$ cat config.mk
export PLATFORM = sky130hd
export DESIGN_NAME = pattern_detector3
export DESIGN_NICKNAME = d
export VERILOG_FILES = /design/src/rtl/pattern_detector3.sv
export SDC_FILE = /design/constraint.sdc
export NUM_CORES = 1
export LEC_CHECK = 0
export BUFFER_PORTS_ARGS = -buffer_cell sky130_fd_sc_hd__buf_4
export CAP_MARGIN = 20
export CORE_MARGIN = 2
export CORE_UTILIZATION = 57
export CTS_CLUSTER_SIZE = 10
export DETAILED_ROUTE_END_ITERATION = 10
export PLACE_DENSITY = 0.78
export SETUP_SLACK_MARGIN = 0.4
export SLEW_MARGIN = 20
export SYNTH_ARGS = -nofsm -noshare
export SYNTH_HDL_FRONTEND = slang
export SYNTH_SLANG_ARGS = --single-unit
$ cat constraint.sdc
create_clock -name clk -period 3.6 [get_ports clk]
set_input_delay 0.36 -clock clk [delete_from_list [all_inputs] [get_ports clk]]
set_output_delay 0.36 -clock clk [all_outputs]
set_load 0.05 [all_outputs]
$ cat src/rtl/pattern_detector3.sv
// Sliding-window detector for a programmable 3-byte pattern on an ack-qualified byte stream.
// The hit flag is registered and sticky until the consumer drops ack for one edge.
module pattern_detector3 #(
    parameter logic [7:0] BYTE0 = 8'h12,
    parameter logic [7:0] BYTE1 = 8'h34,
    parameter logic [7:0] BYTE2 = 8'h56
) (
    input  logic       clk,
    input  logic       reset_sync,
    input  logic [7:0] data,
    input  logic       ack,
    output logic       found_pattern
);

    typedef enum logic {
        SEARCH = 1'b0,
        FOUND  = 1'b1
    } state_t;

    state_t      state_reg, state_next;
    logic [7:0]  h1_reg, h1_next;
    logic [7:0]  h0_reg, h0_next;
    logic [1:0]  cnt_reg, cnt_next;
    logic        match;

    // Window is complete only when two older bytes are held and the incoming byte closes it.
    assign match = (cnt_reg == 2'd2) && (h1_reg == BYTE0) && (h0_reg == BYTE1) && (data == BYTE2);

    always_ff @(posedge clk) begin
        if (reset_sync) begin
            state_reg <= SEARCH;
            h1_reg    <= 8'h00;
            h0_reg    <= 8'h00;
            cnt_reg   <= 2'd0;
        end else begin
            state_reg <= state_next;
            h1_reg    <= h1_next;
            h0_reg    <= h0_next;
            cnt_reg   <= cnt_next;
        end
    end

    always_comb begin
        state_next = state_reg;
        h1_next    = h1_reg;
        h0_next    = h0_reg;
        cnt_next   = cnt_reg;
        case (state_reg)
            SEARCH: begin
                if (ack) begin
                    if (match) begin
                        state_next = FOUND;
                        h1_next    = 8'h00;
                        h0_next    = 8'h00;
                        cnt_next   = 2'd0;
                    end else begin
                        h1_next  = h0_reg;
                        h0_next  = data;
                        cnt_next = (cnt_reg == 2'd2) ? 2'd2 : cnt_reg + 2'd1;
                    end
                end
            end
            FOUND: begin
                // ack low is the acknowledge; the byte on data at that edge is dropped.
                if (!ack) begin
                    state_next = SEARCH;
                    h1_next    = 8'h00;
                    h0_next    = 8'h00;
                    cnt_next   = 2'd0;
                end
            end
            default: state_next = SEARCH;
        endcase
    end

    assign found_pattern = (state_reg == FOUND);

endmodule

==> results of run 1 <==
path summary, 6_finish.rpt:
check                              to  slack [ns]                    start
max            h0_reg[6]$_SDFFE_PP0P_        1.95  cnt_reg[0]$_SDFFE_PP0P_
min reg2reg   cnt_reg[0]$_SDFFE_PP0P_        0.47  cnt_reg[0]$_SDFFE_PP0P_
min          found_pattern$_SDFF_PP0_        0.31                      ack
max reg2reg    h0_reg[6]$_SDFFE_PP0P_        1.95  cnt_reg[0]$_SDFFE_PP0P_
through the flow:
stage               power [mW]  setup slack, ns  utilization [%]  cells
floorplan                0.256             2.12                -     89
global placement         0.272             1.86             68.0    111
detailed placement       0.273             1.82             68.0    111
CTS                      0.378             1.90             70.1    115
global route             0.393             1.74             70.3    115
finish                   0.375             1.95             70.3    115
routing by layer:
layer	routed length (µm)	track usage, %
met1	727	27.8
met2	792	33.8
met3	64	2.61
met4	14	11.6
met5	0	0
critical path, delay by kind of cell (launching register included):
family,cells,cell delay [ns]
simple gates,3,0.84
flops,1,0.32
compound gates,1,0.17
buf+inv,1,0.07
fa+ha+maj,1,0.14
where the power goes:
part | internal [mW] | switching (mW) | total, mW | leakage, nW
sequential | 0.220 | 0.00641 | 0.227 | 0.156
combinational | 0.0194 | 0.0222 | 0.0416 | 0.193
clock | 0.0414 | 0.0650 | 0.106 | 0.0177
total | 0.281 | 0.0936 | 0.375 | 0.366
logic make-up (layout without fill, tap and decap cells):
group | count (synthesis) | count (layout) | synth area share (%)
DFF | 19 | 19 | 47.6
xor gates and xnor gates | 1 | 1 | 1.10
and+or+nand+nor | 40 | 40 | 28.5
buffers and inverters | 8 | 19 | 4.23
adders and majority gates | 2 | 2 | 3.13
AOI/OAI and AO/OA | 19 | 19 | 15.4
cell type report:
cell class                      instances  area, µm²  share of cell area, %
Sequential cell                        19        380                   41.6
Multi-Input combinational cell         62        387                   42.3
Tap cell                               15       18.8                   2.05
Inverter                                3       11.3                   1.23
Timing Repair Buffer                   12       90.1                   9.85
Clock buffer                            3       22.5                   2.46
Clock inverter                          1       5.00                  0.547
cells in the final DEF (no fill, tap or decap), drive strengths merged:
| cell type | synthesis | final |
|---|---|---|
| dfxtp | 19 | 19 |
| nand3 | 16 | 16 |
| buf | 3 | 12 |
| nor2 | 10 | 10 |
| o21ai | 9 | 9 |
| a22oi | 9 | 9 |
| nand2 | 4 | 4 |
| inv | 3 | 3 |
| clkbuf | 2 | 3 |
| nor2b | 3 | 3 |
| ha | 2 | 2 |
| nor4b | 2 | 2 |
| nand3b | 1 | 1 |
| nand4b | 1 | 1 |
| nor4bb | 1 | 1 |
| nor3 | 1 | 1 |
| nor4 | 1 | 1 |
| xnor2 | 1 | 1 |
| o211a | 1 | 1 |
| clkinv | 0 | 1 |
==> impl_metrics.env, run 1 <==
export IMPL_drv_slew=0
export IMPL_cts_buffers=3
export IMPL_place_congestion=0.757
export IMPL_max_clock_freq_mhz=606
export IMPL_dr_pass1_iters=4
export IMPL_cp_arrival_ns=1.82
export IMPL_max_slew_margin_rel_pct=53.3
export IMPL_cts_setup_buffers=0
export IMPL_reg2reg_depth=6
export IMPL_whs_path_depth=2
export IMPL_diodes=0
export IMPL_worst_slew_pin_transition_ns=0.698
export IMPL_grt_pass1_vias=657
export IMPL_ys_seq_elements=19
export IMPL_finalInstanceArea_um2=915
export IMPL_vias=685
export IMPL_holdWs_ns=0.307
export IMPL_port_buffers=11
export IMPL_path_cells="inv_1 -> ha_1 -> nor4b_1 -> nand3_1 -> nor4_4 -> o21ai_0"
export IMPL_synth_distinct_cells=20
export IMPL_syn_area_um2=798
export IMPL_setup_viol=0
export IMPL_p_leak_nw=0.366
export IMPL_path_clk_slew_ns=0.11
export IMPL_grt_max_degree=19
export IMPL_ys_seq_area_share_pct=47.6
export IMPL_die_y_um=41.4
export IMPL_yosysMostFrequentCell="dfxtp_1"
export IMPL_clk_latency_ns=0.30
export IMPL_hpwl_mm=1.14
export IMPL_start_kind="flip-flop"
export IMPL_outcome="finished, final reports clean"
export IMPL_synthesis_nets=102
export IMPL_cts_num_sinks=19
export IMPL_syn2layout_area_growth_pct=14.6
export IMPL_synth_cells=89
export IMPL_vdd_ir_drop_max_mv=0.278
export IMPL_cts_resized=0
export IMPL_drc=0
export IMPL_synth_ff_type="dfxtp_1"
export IMPL_endpoint_kind="flip-flop"
export IMPL_synth_common_cells="dfxtp_1 (19), nand3_1 (16), nor2_1 (10)"
export IMPL_max_cap_viol_count=0
export IMPL_synth_edff_count=0
export IMPL_hold_viol=0
export IMPL_avgViaCountPerCell=5.96
export IMPL_ctsHoldBuffers=0
export IMPL_h_tree_depth=1
export IMPL_powerDensity_nw_per_um2=410
export IMPL_drtIter0Drc=23
export IMPL_antenna_found_initial=0
export IMPL_hp_class="in2reg"
export IMPL_final_nets=114
export IMPL_cpPeakStageDelay_ns=0.38
export IMPL_drive_above_1_share_pct=19.0
export IMPL_ys_warn_count=0
export IMPL_n_fill_cell=115
export IMPL_ctsRootBufferMaster="clkbuf_4"
export IMPL_grt_overflow=0
export IMPL_clockBufferDepth=2
export IMPL_tns_ns=0
export IMPL_io_pins=12
export IMPL_synth_top_area_cell="dfxtp_1"
export IMPL_clock_skew_ns=0.00603
export IMPL_start_util_pct=61.3
export IMPL_synth_top_area_share_pct=47.6
export IMPL_drt_wl_total_mm=1.60
export IMPL_rsz0062_at_grt="no"
export IMPL_dieArea_um2=1720
export IMPL_period_needed_ns=1.65
export IMPL_finalCritPeriodShare_pct=45.8
export IMPL_grt_usage_pct=21.2
export IMPL_ant_nets=0
export IMPL_drt_wirelength_per_cell_um=13.9
export IMPL_die_w_um=41.4
export IMPL_critPathRequiredTime_ns=3.77
export IMPL_rows=13
export IMPL_synth_async_reset_ratio_pct=0
export IMPL_cts_tree="done"
export IMPL_crit_slowest_cell="nor4_4"
export IMPL_crit_fanout=10
export IMPL_syn_avg_cell_area_um2=8.97
export IMPL_core_area_um2=1300
export IMPL_worstSetupPathType="reg2reg"
export IMPL_synth_area_top_cells="dfxtp_1 (48%), nand3_1 (10%), a22oi_1 (8.5%)"
export IMPL_grt_pass1_wl_mm=2.83
export IMPL_place_area_um2=885
Power figures use the tool's default switching activity.
==> inputs of run 2 (changes only) <==
--- a/config.mk
+++ b/config.mk
@@ -5,13 +5,14 @@
 export SDC_FILE = /design/constraint.sdc
 export NUM_CORES = 1
 export LEC_CHECK = 0
+export ABC_AREA = 1
 export BUFFER_PORTS_ARGS = -buffer_cell sky130_fd_sc_hd__buf_4
 export CAP_MARGIN = 20
 export CORE_MARGIN = 2
-export CORE_UTILIZATION = 57
+export CORE_UTILIZATION = 49
 export CTS_CLUSTER_SIZE = 10
 export DETAILED_ROUTE_END_ITERATION = 10
-export PLACE_DENSITY = 0.78
+export PLACE_DENSITY = 0.7
 export SETUP_SLACK_MARGIN = 0.4
 export SLEW_MARGIN = 20
 export SYNTH_ARGS = -nofsm -noshare
==> constraint.sdc (replaced) <==
create_clock -name clk -period 1.5 [get_ports clk]
set_input_delay 0.15 -clock clk [delete_from_list [all_inputs] [get_ports clk]]
set_output_delay 0.15 -clock clk [all_outputs]
set_load 0.05 [all_outputs]
==> run 2 against run 1 <==
Sequential power increased by 140%; die area increased by 29%; global-route usage decreased by 2.6 points; critical path type unchanged.
==> impl_metrics.env, run 2 <==
export IMPL_top_usage_layer="met2"
export IMPL_diodes=0
export IMPL_drtIter0Drc=30
export IMPL_dieArea_um2=2210
export IMPL_syn_area_um2=907
export IMPL_p_leak_nw=0.420
export IMPL_outcome="finished, final reports clean"
export IMPL_worst_slew_pin_transition_ns=0.261
export IMPL_max_clock_freq_mhz=769
export IMPL_ys_warn_count=0
export IMPL_ys_seq_area_share_pct=41.9
export IMPL_grt_usage_pct=18.6
export IMPL_setup_viol=0
export IMPL_final_cells=158
export IMPL_core_area_um2=1730
export IMPL_start_kind="flip-flop"
export IMPL_ctsRootBufferMaster="clkbuf_4"
export IMPL_placedCellCount=149
export IMPL_synth_top_area_share_pct=41.9
export IMPL_tns_ns=0
export IMPL_hold_viol=0
export IMPL_clk_latency_ns=0.31
export IMPL_avgViaCountPerCell=5.21
export IMPL_drv_slew=0
export IMPL_n_fill_cell=167
export IMPL_synth_distinct_cells=17
export IMPL_final_cell_mix="nand2_1 (21), dfxtp_1 (17), buf_4 (14)"
export IMPL_yosysMostFrequentCell="nand2_1"
export IMPL_synth_edff_count=0
export IMPL_worstSetupPathType="reg2reg"
export IMPL_max_cap_viol_count=0
export IMPL_h_tree_depth=1
export IMPL_hp_start="data[5]"
export IMPL_port_buffers=11
export IMPL_antenna_found_initial=0
export IMPL_grtUsageMet2_pct=31.2
export IMPL_ys_seq_elements=19
export IMPL_rows=15
export IMPL_layout_commonest_cell="nand2_1"
export IMPL_io_pins=12
export IMPL_final_nets=147
export IMPL_synth_area_top_cells="dfxtp_1 (42%), a21oi_2 (9.7%), nand2_1 (8.7%)"
export IMPL_ant_nets=0
export IMPL_powerDensity_nw_per_um2=851
export IMPL_grt_max_degree=20
export IMPL_rsz0062_at_grt="yes"
export IMPL_critPathRequiredTime_ns=1.69
export IMPL_syn2layout_area_growth_pct=22.3
export IMPL_drt_wl_total_mm=2.02
export IMPL_reg2reg_from="cnt_reg[0]$_SDFFE_PP0P_"
export IMPL_synth_common_cells="nand2_1 (21), dfxtp_1 (19), nand3_1 (14)"
export IMPL_cts_num_sinks=19
export IMPL_clockBufferDepth=2
export IMPL_use_met3_pct=3.46
export IMPL_synth_async_reset_ratio_pct=0
export IMPL_cts_tree="done"
export IMPL_hp_class="in2reg"
export IMPL_grt_pass1_wl_mm=2.84
export IMPL_final_util_pct=64.3
export IMPL_vias=823
export IMPL_synth_cells=117
export IMPL_place_congestion=0.779
export IMPL_period_needed_ns=1.30
export IMPL_drc=0
export IMPL_cp_arrival_ns=1.49
export IMPL_vdd_ir_drop_max_mv=0.501
export IMPL_endpoint_kind="flip-flop"
export IMPL_syn_avg_cell_area_um2=7.75
export IMPL_synth_top_area_cell="dfxtp_1"
export IMPL_dr_pass1_iters=4
export IMPL_synthesis_nets=130
export IMPL_cts_buffers=3
export IMPL_die_y_um=47.0
export IMPL_clock_skew_ns=0.00658
export IMPL_die_w_um=47.0
export IMPL_grt_use_met1_pct=21.4
export IMPL_grt_pass1_vias=692
export IMPL_path_clk_slew_ns=0.11
export IMPL_crit_start="cnt_reg[0]$_SDFFE_PP0P_"
export IMPL_start_util_pct=52.5
export IMPL_grt_overflow=0
export IMPL_hpwl_mm=1.20
export IMPL_crit_fanout=5
export IMPL_holdWs_ns=0.113
export IMPL_finalCritPeriodShare_pct=86.7
export IMPL_synth_ff_type="dfxtp_1"
export IMPL_drt_wirelength_per_cell_um=12.8
export IMPL_drive_above_1_share_pct=39.1
export IMPL_max_slew_margin_rel_pct=82.6
## run 2: what timing repair did
item | CTS | global route
pin swaps | 2 | 1
gates cloned | 1 | 0
hold buffers | 0 | 0
resized for setup | 6 | 5
setup endpoints to repair | 19 | 17
setup buffers | 3 | 1
## run 2: stage by stage
step / setup WS, ns / total power [mW] / area [µm²]
floorplan: 0.340 / 0.632 / 913
CTS: 0.214 / 0.937 / 1060
global route: 0.0778 / 0.987 / 1110
global placement: 0.272 / 0.664 / 996
finish: 0.199 / 0.944 / 1110
detailed placement: 0.196 / 0.667 / 996
## run 2: critical path: stages (launching register included)
cell and delay (ns):
dfxtp_2 0.34, inv_2 0.05, ha_1 0.13, inv_1 0.03, nor2_1 0.07, nand3_1 0.13
nor2_4 0.15, nand2_2 0.12, nand3_1 0.10, a21oi_1 0.06
## run 2: power by group
part	total [mW]	internal (mW)	switching (mW)
Combinational	0.135	0.0619	0.0727
Clock	0.265	0.104	0.161
Sequential	0.544	0.526	0.0183
## run 2: cell families after synthesis
| logic type | synth area share [%] |
|---|---|
| buffers and inverters | 8.83 |
| xor gates and xnor gates | 0.966 |
| DFF | 41.9 |
| adders and majority gates | 2.76 |
| and+or+nand+nor | 30.9 |
| AOI/OAI and AO/OA | 14.6 |
## run 2: area by class of cell
cell class / instances / area (µm²) / area share [%]
clock buffers: 4 / 26.3 / 2.37
inverters: 13 / 51.3 / 4.62
multi-input cells: 82 / 490 / 44.2
flip-flops and latches: 19 / 385 / 34.7
well taps: 25 / 31.3 / 2.82
repair buffers: 15 / 125 / 11.3
## run 2: layer usage
layer,up-vias,share of wire [%]
met5,-,0
met4,0,3.2
met3,8,3.6
met2,23,51
met1,386,42
li1,406,-
## run 2: worst paths after layout
check                           endpoint  slack [ns]  cells after the start
setup reg to reg  h1_reg[2]$_SDFFE_PP0P_        0.20                      9
hold reg to reg   h1_reg[4]$_SDFFE_PP0P_        0.47                      2
hold / removal    h0_reg[5]$_SDFFE_PP0P_        0.11                      3
setup / recovery  h1_reg[2]$_SDFFE_PP0P_        0.20                      9
